$ cat config.mk
export PLATFORM = sky130hd
export DESIGN_NAME = shiftrows_pipe
export DESIGN_NICKNAME = d
export VERILOG_FILES = /design/src/rtl/aes_pkg.sv /design/src/rtl/shiftrows_perm.sv /design/src/rtl/shiftrows_pipe.sv
export SDC_FILE = /design/constraint.sdc
export NUM_CORES = 1
export LEC_CHECK = 0
export CELL_PAD_IN_SITES_DETAIL_PLACEMENT = 1
export CELL_PAD_IN_SITES_GLOBAL_PLACEMENT = 2
export CORE_MARGIN = 2
export CORE_UTILIZATION = 29
export CTS_CLUSTER_SIZE = 16
export DETAILED_ROUTE_END_ITERATION = 6
export PLACE_DENSITY = 0.86
export SLEW_MARGIN = 20
export SYNTH_ARGS = -nofsm -noshare
export SYNTH_HDL_FRONTEND = slang
export SYNTH_SLANG_ARGS = --single-unit
$ cat constraint.sdc
create_clock -name clk -period 3.95 [get_ports clk]
set_input_delay 0.79 -clock clk [delete_from_list [all_inputs] [get_ports clk]]
set_output_delay 0.79 -clock clk [all_outputs]
set_load 0.03 [all_outputs]
$ cat src/rtl/aes_pkg.sv
// Shared AES/Rijndael state-layout helpers.
// State is row-major, 4 rows x nb columns, with byte (0,0) in the MSB byte.
package aes_pkg;

  localparam int unsigned STATE_ROWS = 4;
  localparam int unsigned BYTE_W     = 8;

  typedef enum logic {
    SHIFT_FWD = 1'b0,
    SHIFT_INV = 1'b1
  } shift_mode_e;

  // Rijndael row rotation amount; 256-bit blocks use wider offsets on rows 2 and 3.
  function automatic int unsigned row_offset(input int unsigned nb, input int unsigned r);
    if (nb == 8) begin
      case (r)
        0:       return 0;
        1:       return 1;
        2:       return 3;
        default: return 4;
      endcase
    end
    return r;
  endfunction

  function automatic int unsigned byte_lsb(input int unsigned nb, input int unsigned r,
                                           input int unsigned c);
    return BYTE_W * (STATE_ROWS * nb - 1 - (r * nb + c));
  endfunction

endpackage

$ cat src/rtl/shiftrows_perm.sv
// Combinational ShiftRows / InvShiftRows byte permutation for an NB-column state.
// Pure wiring, so it can be dropped into both iterative and unrolled datapaths.
module shiftrows_perm
  import aes_pkg::*;
#(
  parameter int unsigned NB = 4
) (
  input  logic [32*NB-1:0] in_data,
  input  logic             inv,
  output logic [32*NB-1:0] out_data
);

  if (!(NB == 4 || NB == 6 || NB == 8)) begin : g_bad_nb
    $error("shiftrows_perm: NB must be 4, 6 or 8");
  end

  shift_mode_e mode;
  assign mode = shift_mode_e'(inv);

  for (genvar r = 0; r < STATE_ROWS; r++) begin : g_row
    for (genvar c = 0; c < NB; c++) begin : g_col
      localparam int unsigned Off    = row_offset(NB, r);
      localparam int unsigned FwdSrc = (c + Off) % NB;
      localparam int unsigned InvSrc = (c + NB - Off) % NB;

      assign out_data[byte_lsb(NB, r, c) +: BYTE_W] = (mode == SHIFT_INV)
          ? in_data[byte_lsb(NB, r, InvSrc) +: BYTE_W]
          : in_data[byte_lsb(NB, r, FwdSrc) +: BYTE_W];
    end
  end

endmodule

$ cat src/rtl/shiftrows_pipe.sv
// Registered ShiftRows stage: rotation feeds an elastic valid/ready pipeline of
// PIPE_STAGES slices carrying a sideband tag alongside the state.
module shiftrows_pipe
  import aes_pkg::*;
#(
  parameter int unsigned NB          = 4,
  parameter int unsigned PIPE_STAGES = 1,
  parameter int unsigned TAG_W       = 4
) (
  input  logic               clk,
  input  logic               rst_n,
  input  logic               clear,
  input  logic               in_valid,
  output logic               in_ready,
  input  logic [32*NB-1:0]   in_data,
  input  logic               in_inv,
  input  logic [TAG_W-1:0]   in_tag,
  output logic               out_valid,
  input  logic               out_ready,
  output logic [32*NB-1:0]   out_data,
  output logic [TAG_W-1:0]   out_tag
);

  localparam int unsigned W = 32 * NB;

  if (!(PIPE_STAGES == 1 || PIPE_STAGES == 2)) begin : g_bad_stages
    $error("shiftrows_pipe: PIPE_STAGES must be 1 or 2");
  end
  if (TAG_W < 1) begin : g_bad_tag
    $error("shiftrows_pipe: TAG_W must be at least 1");
  end

  logic [W-1:0] perm_data;

  shiftrows_perm #(
    .NB(NB)
  ) u_perm (
    .in_data (in_data),
    .inv     (in_inv),
    .out_data(perm_data)
  );

  logic [PIPE_STAGES-1:0] valid_q;
  logic [PIPE_STAGES-1:0] advance;
  logic [W-1:0]           data_q [PIPE_STAGES];
  logic [TAG_W-1:0]       tag_q  [PIPE_STAGES];

  // advance[i]: stage i empties or hands its beat on at the coming edge.
  always_comb begin
    advance = '0;
    advance[PIPE_STAGES-1] = out_ready;
    for (int i = PIPE_STAGES - 2; i >= 0; i--) begin
      advance[i] = !valid_q[i+1] || advance[i+1];
    end
  end

  assign in_ready = !clear && (!valid_q[0] || advance[0]);

  always_ff @(posedge clk or negedge rst_n) begin
    if (!rst_n) begin
      valid_q <= '0;
      for (int i = 0; i < PIPE_STAGES; i++) begin
        data_q[i] <= '0;
        tag_q[i]  <= '0;
      end
    end else if (clear) begin
      // Flush only the valid bits; payload registers become don't-care.
      valid_q <= '0;
    end else begin
      if (in_ready) begin
        valid_q[0] <= in_valid;
        if (in_valid) begin
          data_q[0] <= perm_data;
          tag_q[0]  <= in_tag;
        end
      end
      for (int i = 1; i < PIPE_STAGES; i++) begin
        if (advance[i-1]) begin
          valid_q[i] <= valid_q[i-1];
          if (valid_q[i-1]) begin
            data_q[i] <= data_q[i-1];
            tag_q[i]  <= tag_q[i-1];
          end
        end
      end
    end
  end

  assign out_valid = valid_q[PIPE_STAGES-1];
  assign out_data  = data_q[PIPE_STAGES-1];
  assign out_tag   = tag_q[PIPE_STAGES-1];

endmodule

==> results of run 1 <==
cell type report:
cell class / instances / area, sq um / area share (%)
well taps: 265 / 331.6 / 3.588
clock buffers: 18 / 429.2 / 4.644
flip-flops and latches: 133 / 3328 / 36.01
clock inverters: 14 / 147.6 / 1.598
repair buffers: 274 / 2759 / 29.85
multi-input cells: 201 / 2246 / 24.30
layout by cell type (no fill, tap or decap):
cell type        netlist  final
clkinv_4               0      2
mux2_1                46     46
nor2_1                 3      3
nor3b_4                1      1
buf_4                  1      1
buf_2                  9      1
clkbuf_1               0      1
mux2_2               150    150
bufinv_16              0      2
buf_12                 0      2
nor2b_2                1      1
inv_6                  0      4
clkbuf_16              0     17
clkinvlp_4             0      2
clkbuf_8               0      1
clkinv_2               0      4
clkdlybuf4s50_1        0    269
dfrtp_1              133    133
final timing paths:
| path | from | endpoint | cells after the start |
|---|---|---|---|
| worst max-delay path | out_ready | in_ready | 4 |
| worst min-delay path | out_data[55] | out_data[55] | 1 |
| worst max register to register | out_valid | out_data[87] | 4 |
| worst min register to register | out_data[55] | out_data[55] | 1 |
| max in group asynchronous | rst_n | out_data[45] | 2 |
| min in group asynchronous | rst_n | out_data[96] | 1 |
flip-flops by register name, summed over array words and instances (netlist names):
signal     count
out_valid      1
out_tag        4
out_data     128
report_power, final:
| group | leakage (nW) | switching, mW | internal, mW |
|---|---|---|---|
| Sequential | 1.56 | 0.132 | 1.61 |
| Combinational | 1.86 | 0.816 | 0.760 |
| Clock | 0.281 | 0.618 | 0.934 |
| Total | 3.70 | 1.57 | 3.31 |
metal layers:
layer  wire, um  vias to the layer above  global-route usage, %
met1       5801                     2036                  16.32
met4        335                        0                  5.927
met2       8610                      143                  27.44
met5          0                        -                      0
met3       1236                       21                  5.795
li1           -                     1816                      -
per-stage QoR:
stage / hold WS (ns) / cells / power, mW / util, %
floorplan: 0.4944 / 355 / 2.570 / -
global placement: 0.4677 / 873 / 3.319 / 44.65
detailed placement: 0.4755 / 873 / 3.362 / 44.65
CTS: 0.4885 / 905 / 4.961 / 47.63
global route: 0.4959 / 905 / 5.106 / 47.64
finish: 0.4868 / 905 / 4.871 / 47.64
cell families after synthesis:
family                 after synthesis  share of synthesized area [%]
multiplexers                       196                          38.53
flip-flops                         133                          58.10
buffers and inverters               21                          2.687
AND/OR/NAND/NOR                      5                         0.6772
==> reports/results.tsv, run 1 <==
stage	metric	value	unit
status	status	completed	
timing	Worst slew margin	41.15	%
floorplanning	Die W	144.5	um
power	Power Density	527.1	mW/mm^2
timing	FMAX	343.8	MHz
timing	fin crit period	2.909	ns
critical_path	Worst path most repeated cell	clkdlybuf4s50_1	
timing	count of final setup violators	0	
timing	Fin. Hold Viols	0	
global_route	initial antenna violation count	0	
place	DP Wirelength	11460	um
synthesis	Most used DFF post-synth	dfrtp_1	
synthesis	count leader, synth	mux2_2	
synthesis	Yosys reg bits	133	
routing	average via count per standard cell	4.438	
synthesis	leading area contributor after synthesis	dfrtp_1	
critical_path	WP buf/inv	2	
place	Post-DP Area	0.008662	sq mm
place	Final Wtd Congestion	0.7531	
power	peak supply drop	0.2694	mV
place	IO buf count	271	
floorplanning	Die Y	144.5	um
critical_path	crit path max-delay cell type	clkdlybuf4s50_1	
synthesis	Yosys top cell area share	58.10	%
synthesis	EDFF count, synth	0	
cells_and_area	post-route cell area	0.009241	sq mm
critical_path	capturing element type of the critical path	output pin	
min_path	HP Class	reg2reg	
run	maxcap violations	0	
critical_path	Reg2Reg Setup Slack	2.00	ns
routing	drt pass-1 iters	4	
timing	final setup TNS	0	ns
timing	final worst setup slack	1.041	ns
critical_path	worst-path fanout max	3	
synthesis	syn_area_per_cell	16.14	sq um
floorplanning	# rows	51	
global_route	Total GRT Usage	15.33	%
floorplanning	full die area	0.02089	sq mm
timing	worst-margin pin slew	0.8827	ns
timing	final period utilization	73.64	%
synthesis	top cells by count, synth	mux2_2 (150), dfrtp_1 (133), mux2_1 (46), buf_2 (9), buf_6 (8)	
timing	Clock Skews	0.007724	ns
synthesis	Synth Net Count	493	
clock_network	CTS tree	yes	
floorplanning	boundary pin count	272	
synthesis	FFs w/ async S/R, synth	100.0	%
timing	Slew Limit Fails	0	
critical_path	Worst Setup Start Kind	input pin	
global_route	total grt overflow	0	
synthesis	sequential share of the synthesized area	58.10	%
routing	total wire length	15980	um
power	leak pwr	3.703	nW
critical_path	Req. time, crit path	3.16	ns
synthesis	Distinct cells, synth	10	
cells_and_area	# diodes	0	
synthesis	Post-Syn Area	0.005728	sq mm
critical_path	Arrival @ worst endpoint	2.12	ns
clock_network	CTS Buffer Depth	2	
clock_network	Post-CTS Hold Fix Bufs	0	
synthesis	Cells after Synth	355	
place	Post-Place Setup Slack	1.029	ns
floorplanning	initial core utilization	29.53	%
synthesis	Synth warnings	0	
global_route	vias in the first global route	4455	
clock_network	worst-skew pair later-pin latency	0.41	ns
timing	RSZ-0062 raised after global routing	no	
cells_and_area	Layout area overhead	61.34	%
routing	vias after detailed routing	4016	
clock_network	Post-CTS Repair Setup Buffers	0	
clock_network	root buf cell	clkbuf_16	
clock_network	CTS sink cnt	133	
cells_and_area	share of cells above drive strength 1	29.38	%
clock_network	Num CTS Buffers	17	
cells_and_area	Fill cells	1982	
routing	DR iter-0 viols	91	
clock_network	post-cts gate resize count	0	
routing	DRC viols	0	
global_route	largest net degree at the start of global routing	133	
critical_path	CP top delay family	buffers and inverters	
cells_and_area	Final #Nets	765	
routing	DR WL/cell	17.66	um
clock_network	depth of the CTS H-tree	4	
critical_path	Setup CP Type	in2out	
routing	Antenna Violating Nets Remaining	0	
floorplanning	core area	0.01940	sq mm
global_route	global-route wire length before repair	24360	um
synthesis	Area contributors post-synth	dfrtp_1 (58%), mux2_2 (29%), mux2_1 (9.0%), buf_6 (1.6%), buf_2 (0.79%)	
clock_network	clk slew on worst S/H paths	0.06	ns
critical_path	Cell Chain, Critical Path	clkdlybuf4s50_1, nor2b_2, nor2_1, clkdlybuf4s50_1	
critical_path	Max stage delay on crit path	0.68	ns
Note: power is estimated with default switching activity, not from simulation.
==> run 2: changes to the inputs <==
--- a/config.mk
+++ b/config.mk
@@ -8,10 +8,10 @@
 export CELL_PAD_IN_SITES_DETAIL_PLACEMENT = 1
 export CELL_PAD_IN_SITES_GLOBAL_PLACEMENT = 2
 export CORE_MARGIN = 2
-export CORE_UTILIZATION = 29
+export CORE_UTILIZATION = 24
 export CTS_CLUSTER_SIZE = 16
 export DETAILED_ROUTE_END_ITERATION = 6
-export PLACE_DENSITY = 0.86
+export PLACE_DENSITY = 0.76
 export SLEW_MARGIN = 20
 export SYNTH_ARGS = -nofsm -noshare
 export SYNTH_HDL_FRONTEND = slang
==> constraint.sdc (replaced) <==
create_clock -name clk -period 2.5 [get_ports clk]
set_input_delay 0.5 -clock clk [delete_from_list [all_inputs] [get_ports clk]]
set_output_delay 0.5 -clock clk [all_outputs]
set_load 0.03 [all_outputs]
==> run 2 against run 1 <==
Against the previous run: the flow now finishes with violations (hold timing); core utilization shrank 7.6 points; worst setup slack lost 0.86 ns; power grew 62%; clock-buffer cell count grew 1; critical endpoint unchanged; largest power group unchanged.
==> reports/results.tsv, run 2 (synthesis results as in run 1) <==
stage	metric	value	unit
status	status	complete, but fails checks	
status	failing checks	hold timing	
critical_path	worst-path fanout max	3	
routing	Met3 Wirelength	955	um
routing	Antenna Violating Nets Remaining	0	
floorplanning	boundary pin count	272	
critical_path	Cell Chain, Critical Path	clkdlybuf4s50_1, nor2b_2, nor2_1, clkdlybuf4s50_1	
power	net switching power figure	2.504	mW
critical_path	Max stage delay on crit path	0.68	ns
routing	DR iter-0 viols	87	
power	switch share	31.82	%
timing	final worst setup slack	0.1764	ns
critical_path	crit path max-delay cell type	clkdlybuf4s50_1	
routing	vias after detailed routing	4019	
critical_path	Setup CP Type	in2out	
power	peak supply drop	0.3620	mV
clock_network	worst-skew pair later-pin latency	0.41	ns
power	leak pwr	3.738	nW
critical_path	Req. time, crit path	2.00	ns
place	IO buf count	271	
routing	average via count per standard cell	4.173	
run	maxcap violations	0	
timing	worst-margin pin slew	0.4460	ns
routing	M1 WL	6490	um
cells_and_area	Final #Nets	768	
min_path	HP Class	in2async	
floorplanning	Die Y	158.5	um
routing	drt pass-1 iters	4	
power	Internal	5.365	mW
timing	count of final setup violators	0	
power	sequential share of power	35.0	%
global_route	initial antenna violation count	0	
place	Post-Place Setup Slack	0.1734	ns
power	Power Density	837.7	mW/mm^2
cells_and_area	Fill cells	2400	
timing	Min Hold Slack	-0.004009	ns
routing	Highest Signal Layer	met4	
clock_network	CTS Buffer Depth	2	
clock_network	Post-CTS Repair Setup Buffers	0	
timing	fin crit period	2.324	ns
power	Clock power frac	33.2	%
routing	DR WL/cell	17.23	um
cells_and_area	commonest non-fill, non-tap cell in the layout	clkdlybuf4s50_1	
cells_and_area	FF/Latch Area	0.003328	sq mm
critical_path	Worst path most repeated cell	clkdlybuf4s50_1	
critical_path	worst setup path start	out_ready	
clock_network	CTS sink cnt	133	
routing	total wire length	16590	um
clock_network	CTS tree	yes	
clock_network	root buf cell	clkbuf_16	
clock_network	Num CTS Buffers	17	
floorplanning	initial core utilization	24.40	%
cells_and_area	share of cells above drive strength 1	29.70	%
critical_path	Worst Setup Start Kind	input pin	
routing	Routed met2 length	8764	um
timing	Slew Limit Fails	0	
timing	final period utilization	92.94	%
routing	DRC viols	0	
timing	final setup TNS	0	ns
critical_path	capturing element type of the critical path	output pin	
global_route	vias in the first global route	4610	
clock_network	post-cts gate resize count	0	
global_route	Total GRT Usage	13.28	%
power	combinational fraction of design power	31.9	%
critical_path	Arrival @ worst endpoint	1.82	ns
cells_and_area	Layout area overhead	64.00	%
cells_and_area	commonest cells after routing, fill and taps aside	clkdlybuf4s50_1 (269), mux2_2 (150), dfrtp_1 (133), mux2_1 (46), clkbuf_16 (17)	
timing	Fin. Hold Viols	2	
critical_path	FF-to-FF Start	out_valid	
cells_and_area	Largest register FFs	128	
clock_network	clk slew on worst S/H paths	0.06	ns
floorplanning	# rows	56	
global_route	total grt overflow	0	
timing	Worst slew margin	70.27	%
place	DP Wirelength	12070	um
place	Final Wtd Congestion	0.7039	
timing	RSZ-0062 raised after global routing	no	
floorplanning	full die area	0.02512	sq mm
floorplanning	core area	0.02347	sq mm
clock_network	depth of the CTS H-tree	4	
cells_and_area	area of the multi-input gates	0.002246	sq mm
timing	FMAX	430.4	MHz
floorplanning	Die W	158.5	um
global_route	largest net degree at the start of global routing	73	
timing	Clock Skews	0.006658	ns
clock_network	Post-CTS Hold Fix Bufs	0	
global_route	global-route wire length before repair	25390	um
run 2: changes by cell type in the layout (fill, tap and decap cells not counted), sizes merged:
cell / delta
buf: +4
bufinv: +1
clkinv: -2
diode: +1
run 2: path summary, 6_finish.rpt:
path | slack (ns) | depth (start not counted) | endpoint
worst min register to register | 0.48 | 1 | out_data[58]
max in group asynchronous | 1.75 | 2 | out_data[105]
worst max-delay path | 0.18 | 4 | in_ready
min in group clk | 0.48 | 1 | out_data[58]
worst min-delay path | -0.004 | 1 | out_data[96]
worst max register to register | 0.65 | 4 | out_data[82]
run 2: layer usage:
metal | track usage [%] | vias to the layer above
met3 | 4.545 | 21
met2 | 23.21 | 135
met4 | 4.848 | 0
met5 | 0 | -
met1 | 15.04 | 2036
li1 | - | 1827
run 2: worst max-delay path: cells and delay by family:
kind / cells / cell delay, ns
buffers and inverters: 2 / 1.17
AND/OR/NAND/NOR: 2 / 0.16
run 2: metrics by stage:
step           util (%)  area, sq um  power, mW  hold slack, ns  cells
2_1_floorplan         -         5728      4.061          0.2044    355
3_3_place_gp      37.39         8777      5.268          0.4469    930
3_5_place_dp      37.39         8777      5.327          0.4494    930
4_1_cts           40.01         9392      8.018        0.001925    962
5_1_grt           40.01         9392      8.262         0.01836    962
6_report          40.02         9394      7.870       -0.004009    963
run 2: area by class of cell:
cell class,instances,share of cell area (%)
sequential,133,35.43
timing repair buffer,277,29.85
multi-input combinational,201,23.91
clock buffer,19,4.715
tap,319,4.249
clock inverter,13,1.825
antenna,1,0.02664
run 2: power groups by stage:
stage               sequential [mW]  combinational [mW]  clock (mW)
finish                         2.75                2.51        2.61
global route                   2.81                2.63        2.82
global placement               2.77                2.50           0
floorplan                      3.56               0.500           0
detailed placement             2.79                2.53           0
CTS                            2.76                2.54        2.71
